## config.mk

```make
export PLATFORM = sky130hd
export DESIGN_NAME = mem_bus_arbiter_flat
export DESIGN_NICKNAME = d
export VERILOG_FILES = /design/src/rtl/mem_bus_arbiter_if.sv /design/src/rtl/mem_bus_arbiter.sv /design/src/flat_wrapper.sv
export SDC_FILE = /design/constraint.sdc
export NUM_CORES = 1
export LEC_CHECK = 0
export BUFFER_PORTS_ARGS = -buffer_cell sky130_fd_sc_hd__buf_2
export CAP_MARGIN = 40
export CORE_MARGIN = 2
export CORE_UTILIZATION = 25
export CTS_CLUSTER_DIAMETER = 80
export DETAILED_ROUTE_END_ITERATION = 12
export PLACE_DENSITY = 0.6
export SETUP_SLACK_MARGIN = 0.2
export SLEW_MARGIN = 10
export SYNTH_ARGS = -nofsm -noshare
export SYNTH_HDL_FRONTEND = slang
export SYNTH_SLANG_ARGS = --single-unit
```

## constraint.sdc

```tcl
create_clock -name i_clk -period 2.3 [get_ports i_clk]
set_input_delay 0.23 -clock i_clk [delete_from_list [all_inputs] [get_ports i_clk]]
set_output_delay 0.23 -clock i_clk [all_outputs]
set_load 0.05 [all_outputs]
```

## src/rtl/mem_bus_arbiter_if.sv

```systemverilog
// rtl/mem_bus_arbiter_if.sv - CPU, DMA and memory port signal bundle for the arbiter
interface mem_bus_arbiter_if;
    logic        i_cpu_rd;
    logic        i_cpu_wr;
    logic [15:0] i_cpu_addr;
    logic [15:0] i_cpu_wdata;
    logic [15:0] o_cpu_rdata;
    logic        o_cpu_stall;
    logic        o_cpu_done;

    logic        i_dma_req;
    logic        i_dma_we;
    logic [15:0] i_dma_addr;
    logic [15:0] i_dma_wdata;
    logic [15:0] o_dma_rdata;
    logic        o_dma_ack;

    logic [15:0] o_mem_addr;
    logic [15:0] o_mem_wdata;
    logic        o_mem_rd;
    logic        o_mem_wr;
    logic [15:0] i_mem_rdata;

    logic        o_err;

    // Arbiter side
    modport slave (
        input  i_cpu_rd, i_cpu_wr, i_cpu_addr, i_cpu_wdata,
        output o_cpu_rdata, o_cpu_stall, o_cpu_done,
        input  i_dma_req, i_dma_we, i_dma_addr, i_dma_wdata,
        output o_dma_rdata, o_dma_ack,
        output o_mem_addr, o_mem_wdata, o_mem_rd, o_mem_wr,
        input  i_mem_rdata,
        output o_err
    );

    // Requester / memory model side
    modport master (
        output i_cpu_rd, i_cpu_wr, i_cpu_addr, i_cpu_wdata,
        input  o_cpu_rdata, o_cpu_stall, o_cpu_done,
        output i_dma_req, i_dma_we, i_dma_addr, i_dma_wdata,
        input  o_dma_rdata, o_dma_ack,
        input  o_mem_addr, o_mem_wdata, o_mem_rd, o_mem_wr,
        output i_mem_rdata,
        input  o_err
    );
endinterface

```

## src/rtl/mem_bus_arbiter.sv

```systemverilog
// rtl/mem_bus_arbiter.sv - CPU/DMA shared memory port arbiter with wait states and starvation limit
module mem_bus_arbiter #(
    parameter int WAIT_CYCLES  = 1,
    parameter int STARVE_LIMIT = 4
) (
    input  logic                i_clk,
    input  logic                i_rst_n,
    mem_bus_arbiter_if.slave    bus
);
    localparam logic [3:0] WAIT_LD   = 4'(WAIT_CYCLES);
    localparam logic [3:0] STARVE_LD = 4'(STARVE_LIMIT);

    typedef enum logic [1:0] {IDLE, CPU_ACC, DMA_ACC, RESP} state_t;

    state_t      state_q, state_d;
    logic [15:0] lat_addr;
    logic [15:0] lat_wdata;
    logic        lat_we;
    logic        owner_dma;
    logic [3:0]  wait_cnt;
    logic [3:0]  starve_cnt;
    logic [15:0] cpu_rdata;
    logic [15:0] dma_rdata;
    logic        err_q;

    logic cpu_req;
    logic cpu_win;
    logic dma_win;
    logic in_acc;
    logic cpu_done;

    assign cpu_req  = bus.i_cpu_rd | bus.i_cpu_wr;
    // CPU wins unless the DMA has been passed over STARVE_LIMIT times in a row
    assign cpu_win  = cpu_req && (!bus.i_dma_req || (starve_cnt < STARVE_LD));
    assign dma_win  = !cpu_win && bus.i_dma_req;
    assign in_acc   = (state_q == CPU_ACC) || (state_q == DMA_ACC);
    assign cpu_done = (state_q == RESP) && !owner_dma;

    // State register; asynchronous reset drops the access phase immediately
    always_ff @(posedge i_clk or negedge i_rst_n) begin
        if (!i_rst_n) begin
            state_q <= IDLE;
        end else begin
            state_q <= state_d;
        end
    end

    // Next-state: arbitrate in IDLE, count down the access, one response cycle
    always_comb begin
        state_d = state_q;
        case (state_q)
            IDLE: begin
                if (cpu_win) begin
                    state_d = CPU_ACC;
                end else if (dma_win) begin
                    state_d = DMA_ACC;
                end
            end
            CPU_ACC, DMA_ACC: begin
                if (wait_cnt == 4'd0) begin
                    state_d = RESP;
                end
            end
            RESP:    state_d = IDLE;
            default: state_d = IDLE;
        endcase
    end

    // Grant latching, wait/starve counters, read capture and sticky error
    always_ff @(posedge i_clk or negedge i_rst_n) begin
        if (!i_rst_n) begin
            lat_addr   <= '0;
            lat_wdata  <= '0;
            lat_we     <= 1'b0;
            owner_dma  <= 1'b0;
            wait_cnt   <= '0;
            starve_cnt <= '0;
            cpu_rdata  <= '0;
            dma_rdata  <= '0;
            err_q      <= 1'b0;
        end else if ((state_q == IDLE) && cpu_win) begin
            lat_addr  <= bus.i_cpu_addr;
            lat_wdata <= bus.i_cpu_wdata;
            // Conflicting rd+wr is flagged and carried out as a write
            lat_we    <= bus.i_cpu_wr;
            owner_dma <= 1'b0;
            wait_cnt  <= WAIT_LD;
            if (bus.i_dma_req) begin
                starve_cnt <= (starve_cnt == 4'd15) ? 4'd15 : starve_cnt + 4'd1;
            end else begin
                starve_cnt <= '0;
            end
            if (bus.i_cpu_rd && bus.i_cpu_wr) begin
                err_q <= 1'b1;
            end
        end else if ((state_q == IDLE) && dma_win) begin
            lat_addr   <= bus.i_dma_addr;
            lat_wdata  <= bus.i_dma_wdata;
            lat_we     <= bus.i_dma_we;
            owner_dma  <= 1'b1;
            wait_cnt   <= WAIT_LD;
            starve_cnt <= '0;
        end else if (in_acc) begin
            if (wait_cnt != 4'd0) begin
                wait_cnt <= wait_cnt - 4'd1;
            end else if (!lat_we) begin
                if (owner_dma) begin
                    dma_rdata <= bus.i_mem_rdata;
                end else begin
                    cpu_rdata <= bus.i_mem_rdata;
                end
            end
        end
    end

    assign bus.o_mem_addr  = lat_addr;
    assign bus.o_mem_wdata = lat_wdata;
    assign bus.o_mem_rd    = in_acc && !lat_we;
    assign bus.o_mem_wr    = in_acc && lat_we;
    assign bus.o_cpu_rdata = cpu_rdata;
    assign bus.o_dma_rdata = dma_rdata;
    assign bus.o_cpu_done  = cpu_done;
    assign bus.o_dma_ack   = (state_q == RESP) && owner_dma;
    assign bus.o_cpu_stall = cpu_req && !cpu_done;
    assign bus.o_err       = err_q;
endmodule

```

## src/flat_wrapper.sv

```systemverilog
// flat-port wrapper written by rule: the top's interface ports become plain ports
module mem_bus_arbiter_flat 
#(
    parameter int WAIT_CYCLES  = 1,
    parameter int STARVE_LIMIT = 4
)
  (i_clk, i_rst_n, bus_i_cpu_rd, bus_i_cpu_wr, bus_i_cpu_addr, bus_i_cpu_wdata, bus_o_cpu_rdata, bus_o_cpu_stall, bus_o_cpu_done, bus_i_dma_req, bus_i_dma_we, bus_i_dma_addr, bus_i_dma_wdata, bus_o_dma_rdata, bus_o_dma_ack, bus_o_mem_addr, bus_o_mem_wdata, bus_o_mem_rd, bus_o_mem_wr, bus_i_mem_rdata, bus_o_err);
  mem_bus_arbiter_if bus_i ();
  input  logic i_clk;
  input  logic i_rst_n;
  input wire logic [$bits(bus_i.i_cpu_rd)-1:0] bus_i_cpu_rd;
  input wire logic [$bits(bus_i.i_cpu_wr)-1:0] bus_i_cpu_wr;
  input wire logic [$bits(bus_i.i_cpu_addr)-1:0] bus_i_cpu_addr;
  input wire logic [$bits(bus_i.i_cpu_wdata)-1:0] bus_i_cpu_wdata;
  output wire logic [$bits(bus_i.o_cpu_rdata)-1:0] bus_o_cpu_rdata;
  output wire logic [$bits(bus_i.o_cpu_stall)-1:0] bus_o_cpu_stall;
  output wire logic [$bits(bus_i.o_cpu_done)-1:0] bus_o_cpu_done;
  input wire logic [$bits(bus_i.i_dma_req)-1:0] bus_i_dma_req;
  input wire logic [$bits(bus_i.i_dma_we)-1:0] bus_i_dma_we;
  input wire logic [$bits(bus_i.i_dma_addr)-1:0] bus_i_dma_addr;
  input wire logic [$bits(bus_i.i_dma_wdata)-1:0] bus_i_dma_wdata;
  output wire logic [$bits(bus_i.o_dma_rdata)-1:0] bus_o_dma_rdata;
  output wire logic [$bits(bus_i.o_dma_ack)-1:0] bus_o_dma_ack;
  output wire logic [$bits(bus_i.o_mem_addr)-1:0] bus_o_mem_addr;
  output wire logic [$bits(bus_i.o_mem_wdata)-1:0] bus_o_mem_wdata;
  output wire logic [$bits(bus_i.o_mem_rd)-1:0] bus_o_mem_rd;
  output wire logic [$bits(bus_i.o_mem_wr)-1:0] bus_o_mem_wr;
  input wire logic [$bits(bus_i.i_mem_rdata)-1:0] bus_i_mem_rdata;
  output wire logic [$bits(bus_i.o_err)-1:0] bus_o_err;
  assign bus_i.i_cpu_rd = bus_i_cpu_rd;
  assign bus_i.i_cpu_wr = bus_i_cpu_wr;
  assign bus_i.i_cpu_addr = bus_i_cpu_addr;
  assign bus_i.i_cpu_wdata = bus_i_cpu_wdata;
  assign bus_o_cpu_rdata = bus_i.o_cpu_rdata;
  assign bus_o_cpu_stall = bus_i.o_cpu_stall;
  assign bus_o_cpu_done = bus_i.o_cpu_done;
  assign bus_i.i_dma_req = bus_i_dma_req;
  assign bus_i.i_dma_we = bus_i_dma_we;
  assign bus_i.i_dma_addr = bus_i_dma_addr;
  assign bus_i.i_dma_wdata = bus_i_dma_wdata;
  assign bus_o_dma_rdata = bus_i.o_dma_rdata;
  assign bus_o_dma_ack = bus_i.o_dma_ack;
  assign bus_o_mem_addr = bus_i.o_mem_addr;
  assign bus_o_mem_wdata = bus_i.o_mem_wdata;
  assign bus_o_mem_rd = bus_i.o_mem_rd;
  assign bus_o_mem_wr = bus_i.o_mem_wr;
  assign bus_i.i_mem_rdata = bus_i_mem_rdata;
  assign bus_o_err = bus_i.o_err;
  mem_bus_arbiter #(.WAIT_CYCLES(WAIT_CYCLES), .STARVE_LIMIT(STARVE_LIMIT)) u_core (.i_clk(i_clk), .i_rst_n(i_rst_n), .bus(bus_i));
endmodule
```

==> impl_summary.md, run 1 <==
Place
The cell count after placement is 649. The global placement routability congestion is 0.824. The placed instances occupy a cell area of 0.00461 mm2. The count of buffers added on input and output ports is around 160. The total half-perimeter wirelength after legalization and detailed placement is 7190 um.

Routing
In the routed layout, each cell is associated on average with a via count of between 4 and 5. The total wire length after detailed routing is 10900 um. After the first detailed-routing iteration, the DRC count stood at 156. The detailed-route wire length per cell is 16.2 um.

The total number of vias is 3318. Once detail routing completed, the nets flagged for antenna violations numbered 0. In the routed design, unresolved DRC markers number 0.

For this run, the detailed router's first-pass iteration total came to 4.

Setup path
Of all nets on the critical path, the largest fanout is 8. For the worst flop-to-flop path, the logic depth is 5. The kind of end point of the critical path is a flop. The type of origin of the critical path is a flop. The class of the most critical setup path is flop to flop. The critical register-to-register path endpoint is u_core.bus.o_cpu_rdata[6]$_DFFE_PN0P_. The data required time of the worst path is 2510 ps. The data arrival time of the critical path is 2290 ps.

The worst register-to-register path begins at u_core.wait_cnt[0]$_DFFE_PN0P_. In this run the register-to-register setup slack is 220 ps.

Clock tree
Clock tree synthesis inserted a total of 9 buffers. For the worst-skew pair, the clock arrives at the later sink with an insertion delay of 330 ps. The level count of the clock H-tree is 3. In this run the deepest clock path goes through 2 buffers. TritonCTS built the clock tree. The clock root buffer master is clkbuf_16. After clock tree synthesis, the clock-pin slew on the worst setup and hold paths is roughly 60 ps.

The tree built by TritonCTS fans out to 77 sinks.

Pwr
The power per cell area is between 1500 and 2000 mW/mm2. In this run the static leakage power is 2.30 nW. Across the VDD grid, the largest voltage drop is 552 uV.

Timing
The maximum operating frequency is 481 MHz. Setup violations remaining at the end of the flow were counted as 0. In the finished design, the share of the clock period the worst path needs comes to 0.905. The setup total negative slack is 0 ps. After layout, the minimum clock period comes to between 2000 and 2500 ps. The worst setup skew after layout is 6.85 ps. The relative slew slack is 0.543.

The slew at the pin closest to its max-slew limit is between 600 and 700 ps. Setup repair after global routing could not meet its margin everywhere. The final count of pins violating max slew is 0.

The count of endpoints failing hold in the final timing report is 0.

Synth
The mapped netlist covers approximately 0.0036 mm2. The synthesized design spends more area on one cell type than any other, namely dfrtp_1. The proportion of register bits with asynchronous set or reset after synthesis is 1.00.

The average instance in the mapped netlist occupies approximately 11 um2. The flop and latch count out of synthesis is 77. The number of distinct standard cells referenced by the synthesized netlist is just over 40. The commonest register cell after synthesis is dfrtp_1. Of the post-synthesis cell area, the dominant cell type holds 0.529.

The cell count after synthesis came out at 331. Ranked by total cell area, the synthesized netlist is headed by dfrtp_1 (53%), a41oi_1 (7.7%), mux2_2 (6.5%), a21oi_1 (5.2%), o21ai_0 (5.1%). When the netlist entered floorplanning its net count stood at 423. The synthesized design contains 0 enable-type register cells. The post-synthesis sequential area ratio is 0.529. The count of warnings emitted by yosys is 0.

Global routing
The number of global-route vias before repair was 3388. The total global routing overflow is 0. The total global routing track utilization is 0.140. The global-route wire length before repair is 17500 um. Entering global routing, the biggest net connects 42 pins. The number of antenna violations at the first check in global routing is 0.

Cells and area
The final cell count without fillers is 672. The layout overhead on the synthesized area is 37.3%. Of the cells placed in the final design, the portion with a size suffix greater than 1 is 0.473. The post-layout net count is 576. The antenna diode count is 0.

The finished cells cover 0.00500 mm2.

Flow run
The max-capacitance violation count is 0.

Min path
The type of the most critical hold path is input port to flop. Along the worst hold path, the cell count comes to 2. The startpoint of the tightest hold check path is bus_i_mem_rdata[3]. The end of the worst hold path is u_core.bus.o_dma_rdata[3]$_DFFE_PN0P_.

Floorplanning
In this run the count of I/O pins placed on the die edge is 156. For this configuration, the core starts out at a cell density of 0.254. The floorplan die area is 0.0156 mm2.

The placeable core region is 0.0144 mm2. The die is 125 um tall. The chip width is 125 um. Row generation in the floorplan step produced 44 rows.

Status
The run finished with clean final reports.
## layer usage
metal,vias up,part of all wire,wire length (um),GRT usage
met5,-,0,0,0
met4,0,0.019,202,0.0668
met3,14,0.072,789,0.0369
met2,156,0.46,5060,0.225
met1,1620,0.44,4860,0.175
li1,1528,-,-,-
## registers in the layout (all words and copies together), names as in the netlist
name / cells
u_core.state_q: 2
u_core.bus.o_mem_addr: 16
u_core.bus.o_cpu_rdata: 16
u_core.wait_cnt: 4
u_core.starve_cnt: 4
u_core.bus.o_dma_rdata: 16
u_core.owner_dma: 1
u_core.bus.o_err: 1
u_core.bus.o_mem_wdata: 16
u_core.lat_we: 1
## cells by family (layout without fill, tap and decap cells)
kind of cell | after synthesis | after routing | share of synthesized area
flip-flops | 77 | 77 | 0.529
multiplexers | 34 | 34 | 0.115
adder cells (fa/ha/maj) | 6 | 6 | 0.0206
AND/OR/NAND/NOR | 55 | 56 | 0.0766
buffers and inverters | 39 | 195 | 0.0508
AO/OA/AOI/OAI | 120 | 120 | 0.208
## through the flow
step	setup WS, ps	hold slack (ps)	util	total power, mW
2_1_floorplan	139	-65.6	-	6.24
5_1_grt	180	135	0.348	9.61
3_5_place_dp	82.2	238	0.321	7.54
6_report	219	141	0.348	9.07
4_1_cts	201	122	0.345	9.10
3_3_place_gp	166	223	0.321	7.42
## placed cells by master (no fill, tap or decap), types with 2 or more instances in the layout
master and instances:
buf_2 154, dfrtp_1 77, a21oi_1 38, o21ai_0 36, nor2_1 35, a41oi_1 32
mux2_2 21, buf_4 12, mux2_4 10, clkbuf_16 9, inv_1 6, ha_1 5
and2_1 3, nand2_1 3, a32o_1 3, clkbuf_1 3, buf_6 3, inv_2 2
nor2b_1 2, or4_4 2, o21ai_2 2, o22ai_1 2, mux2_1 2, clkbuf_8 2
## cell usage after synthesis (2+ instances only)
cell,count
a32o_1,3
buf_6,2
nand2_1,3
nand2b_1,2
dfrtp_1,77
mux2_2,21
mux2_4,10
o21ai_0,37
inv_1,8
mux2_1,2
nor2b_1,2
o22ai_1,2
nor2_1,35
a41oi_1,32
ha_1,6
clkbuf_1,23
buf_2,3
and2_1,3
a21oi_1,38
## report_power, final
group	leakage, nW	switching (mW)	internal [mW]
clock	0.143	0.511	0.895
sequential	0.888	0.385	2.03
combinational	1.27	3.73	1.52
## worst max-delay path by stage
| stage | start | end | slack, ps | cells after the start |
|---|---|---|---|---|
| CTS | u_core.wait_cnt[1]$_DFFE_PN0P_ | u_core.bus.o_cpu_rdata[6]$_DFFE_PN0P_ | 200 | 5 |
| global placement | u_core.state_q[0]$_DFFE_PN0P_ | u_core.bus.o_cpu_rdata[10]$_DFFE_PN0P_ | 170 | 5 |
| finish | u_core.wait_cnt[0]$_DFFE_PN0P_ | u_core.bus.o_cpu_rdata[6]$_DFFE_PN0P_ | 220 | 5 |
| detailed placement | u_core.state_q[0]$_DFFE_PN0P_ | u_core.bus.o_cpu_rdata[6]$_DFFE_PN0P_ | 80 | 5 |
| floorplan | u_core.wait_cnt[0]$_DFFE_PN0P_ | u_core.bus.o_cpu_rdata[10]$_DFFE_PN0P_ | 140 | 8 |
| global route | u_core.wait_cnt[0]$_DFFE_PN0P_ | u_core.bus.o_dma_rdata[3]$_DFFE_PN0P_ | 180 | 8 |
## cell type report
class | instances | area [um2]
clock buffer | 14 | 264
clock inverter | 1 | 30.0
tap | 184 | 230
fill | 1431 | 9370
timing repair buffer | 172 | 940
inverter | 8 | 30.0
multi-input combinational | 216 | 1580
sequential | 77 | 1930
## worst max-delay path: stages (launching register included)
cell and delay [ps]:
dfrtp_1 400, inv_2 70, ha_1 120, or3b_4 400, or4_4 620, mux2_4 340
## timing repair
action	in CTS	in global routing
setup endpoints to repair	17	38
hold buffers	1	0
gates cloned	1	1
buffers inserted	2	3
hold endpoints to repair	36	0
resized for setup	5	9
pin swaps	1	3
Power figures use the tool's default switching activity.
==> run 2, diff against run 1 <==
--- a/config.mk
+++ b/config.mk
@@ -5,6 +5,7 @@
 export SDC_FILE = /design/constraint.sdc
 export NUM_CORES = 1
 export LEC_CHECK = 0
+export ABC_AREA = 1
 export BUFFER_PORTS_ARGS = -buffer_cell sky130_fd_sc_hd__buf_2
 export CAP_MARGIN = 40
 export CORE_MARGIN = 2
==> impl_summary.md, run 2 <==
Status
The run finished with clean final reports.

Global routing
The pin count of the biggest net entering global routing is 40 (-4.8%). The number of global-route vias before repair came to 3525 (+4.0%). The global-route wire length before repair is 18000 um (+3.0%). The total global routing track utilization was 0.141 (+0.000718). The total global routing overflow came to 0 (unchanged). The number of antenna violations at the first check in global routing is 1 (+1).

Clock tree
The buffers inserted during post-CTS setup optimization was 0 (-2). The level count of the clock H-tree came to 3 (unchanged). The total of cells resized after clock tree synthesis is 0 (-5). The clock root buffer master is clkbuf_16.

The maximum buffer depth of the clock tree is 2 (unchanged). The quantity of hold-fixing buffers added after cts is 1 (unchanged). The clock insertion delay at the later pin of the skew report is 340 ps (about the same). The number of buffers created by CTS is 9 (unchanged). The number of clock sinks seen by CTS came to 77 (unchanged). TritonCTS built the clock tree.

The clock transition at the registers of the reported paths is 60 ps (about the same).

Pwr
The switching power share of the total is 0.527 (+0.0174). The power per cell area is 1680 mW/mm2 (-7.6%). The worst vdd rail ir drop came to 625 uV (+13%). The cell-internal power is 4.09 mW (-8.2%). The part of the power in combinational logic is 0.551 (-0.028).

The static leakage was 3.05 nW (+33%). The power share of the sequential group came to 0.269 (+0.003). The switching power was 4.55 mW (-1.6%). The clock share of power was 0.180 (+0.025).

Cells and area
The design area was 0.00515 mm2 (+3.0%). The layout overhead on the synthesized area is 33.5%. The fraction of layout instances using a drive strength above 1 came to 0.292 (-0.181). The post-layout net count is 744 (+29%). The antenna diode count is 0 (unchanged). The number of fill cells in the layout is 1582 (+11%).

The share of the core filled with cells in the final layout came to 0.340 (-0.00787). In the layout the commonest cells are nand2_1 (154), buf_2 (154), inv_1 (102), dfrtp_1 (77), nand3_1 (36).

Synth
The commonest cells after synthesis are nand2_1 (154), inv_1 (102), dfrtp_1 (77). The number of distinct standard cells referenced by the synthesized netlist came to 23 (-44%). Ranked by total cell area, the synthesized netlist is headed by dfrtp_1 (50%), nand2_1 (15%), inv_1 (9.9%), nand4_1 (5.5%), nand3_1 (4.7%).

The count of warnings emitted by yosys is 0 (unchanged). nand2_1 is the most common cell in the netlist. The net count after synthesis was 593 (+40%).

The fraction of synthesized cell area taken by the top area cell type was 0.499 (-0.0297). The cell count after synthesis is 501 (+51%). The synthesized design spends more area on one cell type than any other, namely dfrtp_1.

The post-synthesis sequential area ratio was 0.499 (-0.0297). The flop and latch count out of synthesis is 77 (unchanged). The post-synthesis instance area came to 0.00386 mm2 (+5.9%). The number of synthesized flops with an enable pin is 0 (unchanged). The mean instance size in the synthesized netlist came to 7.70 um2 (-30%).

The proportion of register bits with asynchronous set or reset after synthesis is 1.00 (unchanged). The commonest register cell after synthesis is dfrtp_1.

Place
The number of buffers added on ports is 155 (unchanged). The global placement routability congestion is 0.749 (-9.1%). The post-detailed-placement cell area came to 0.00482 mm2 (+4.7%). The total half-perimeter wirelength after legalization and detailed placement is 8020 um (+11%).

Setup path
The number of cells traversed by the worst register-to-register path is 7 (+2). The data arrival time of the critical path came to 1560 ps (-730 ps). The critical-path maximum fanout is 5 (-3).

The data required time of the worst path is 2070 ps (-440 ps). In this run the critical register-to-register path is launched from u_core.state_q[1]$_DFFE_PN0P_. The signal on the critical path passes through inv_1, ha_2, nand2_1, inv_1, buf_2.

The worst setup path is launched from a flop. Counting stages on the worst path, the most repeated cell is inv_1. STA classifies the critical path endpoint as an output port. The critical register-to-register path endpoint is u_core.starve_cnt[2]$_DFFE_PN0P_. In this run the worst setup path terminates at bus_o_mem_rd. The largest incremental delay on the critical path is 370 ps (-250 ps). Tracing the worst setup path back leads to its startpoint at u_core.state_q[1]$_DFFE_PN0P_.

The flop-to-flop setup slack is 550 ps (+330 ps). The worst setup path is of the flop to output port kind. The slowest cell on the critical path is dfrtp_1.

Timing
Setup repair after global routing left no endpoint under its margin. The maximum operating frequency came to 560 MHz (+17%). The setup total negative slack is 0 ps (unchanged).

The clock period minus final worst setup slack is 1790 ps (-295 ps). The worst setup skew after layout is 8.01 ps (+1.16 ps). The relative slew slack is 0.571 (+0.0284). The count of endpoints failing hold in the final timing report is 0 (unchanged). The final count of pins violating max slew is 0 (unchanged). The slew at the pin closest to its max-slew limit was 642 ps (-43.6 ps).

The number of failing setup endpoints in the final timing report is 0 (unchanged). The period utilization is 0.776 (-0.128).

Floorplanning
The initial standard-cell utilization of the core is 0.255 (+0.00128). The placement row count is 45 (+2.3%). The vertical die dimension was 128 um (+2.8%).

The placeable core region was 0.0151 mm2 (+5.4%). The floorplan die area is 0.0164 mm2 (+5.7%). The chip width was 128 um (+2.8%). The I/O pin count is 156 (unchanged).

Routing
The number of detailed-route iterations in the first pass came to 4 (unchanged). The detailed router's first-iteration violation count was 145 (-7.1%). The detailed-route wire length per cell is 13.2 um (-18%). The number of vias per cell is 4.27 (-14%). The total number of vias is 3604 (+8.6%).

The number of nets still failing antenna checks after routing is 0 (unchanged). The post-detailed-route DRC marker count came to 0 (unchanged). The total wire length after detailed routing is 11200 um (+2.6%).

Flow run
The max-capacitance violation count is 0 (unchanged).

Min path
The path class of the tightest hold or removal check is input port to flop.
[run 2: cell types whose count changed in the layout (fill, tap and decap cells not counted), moves of 10 or more]
cell	before	now
inv_1	6	102
a41oi_1	32	0
o21ai_1	0	16
mux2_4	10	0
mux2_2	21	0
a21oi_1	38	4
nand4_1	0	34
nor2_1	35	9
nand2_1	3	154
o21ai_0	36	23
nand3_1	1	36
[run 2: logic make-up after synthesis]
kind of cell | Yosys count | synth area share
AO/OA/AOI/OAI | 46 | 0.0639
buffers and inverters | 131 | 0.136
AND/OR/NAND/NOR | 241 | 0.281
flip-flops | 77 | 0.499
adder cells (fa/ha/maj) | 6 | 0.0194
[run 2: worst max-delay path: cells and delay by family, from the launching register on]
family / cells / cell delay, ps
buffers and inverters: 3 / 380
DFF: 1 / 370
adders and majority gates: 1 / 360
and+or+nand+nor: 1 / 100
[run 2: worst min-delay path by stage]
stage                   startpoint                                     end  slack [ps]  cells past startpoint
6_report        bus_i_mem_rdata[6]   u_core.bus.o_cpu_rdata[6]$_DFFE_PN0P_         140                      3
3_5_place_dp               i_rst_n   u_core.bus.o_mem_wdata[5]$_DFFE_PN0P_         260                      1
3_3_place_gp               i_rst_n   u_core.bus.o_dma_rdata[4]$_DFFE_PN0P_         260                      1
4_1_cts        bus_i_mem_rdata[15]  u_core.bus.o_cpu_rdata[15]$_DFFE_PN0P_         130                      3
5_1_grt        bus_i_mem_rdata[13]  u_core.bus.o_cpu_rdata[13]$_DFFE_PN0P_         150                      3
2_1_floorplan              i_rst_n   u_core.bus.o_cpu_rdata[0]$_DFFE_PN0P_         -70                      0
[run 2: metal layers]
layer / global-route usage / part of all wire
met4: 0.0595 / 0.025
met1: 0.180 / 0.45
met5: 0 / 0.00098
met2: 0.229 / 0.46
met3: 0.0317 / 0.057
[run 2: final cells by class]
type                    count  area (um2)  area share
repair buffers            167         871       0.169
clock buffers              10         229      0.0444
well taps                 188         235      0.0456
multi-input cells         293        1410       0.273
flip-flops and latches     77        1930       0.374
inverters                 104         390      0.0757
clock inverters             6        93.8      0.0182
[run 2: per-stage QoR]
step	power, mW	worst slack, ps	hold slack [ps]	instances
final	8.64	515	140	845
after global routing	9.25	321	147	845
after CTS	8.77	479	125	845
after detailed placement	7.16	521	263	828
after global placement	7.10	583	264	828
after floorplan	5.95	408	-65.6	501
[run 2: power by group through the flow]
stage,Clock (mW),Sequential [mW],Combinational [mW]
final,1.55,2.32,4.76
after global routing,1.66,2.40,5.19
after CTS,1.60,2.33,4.83
after detailed placement,0,2.34,4.82
after global placement,0,2.34,4.76
after floorplan,0,4.20,1.75
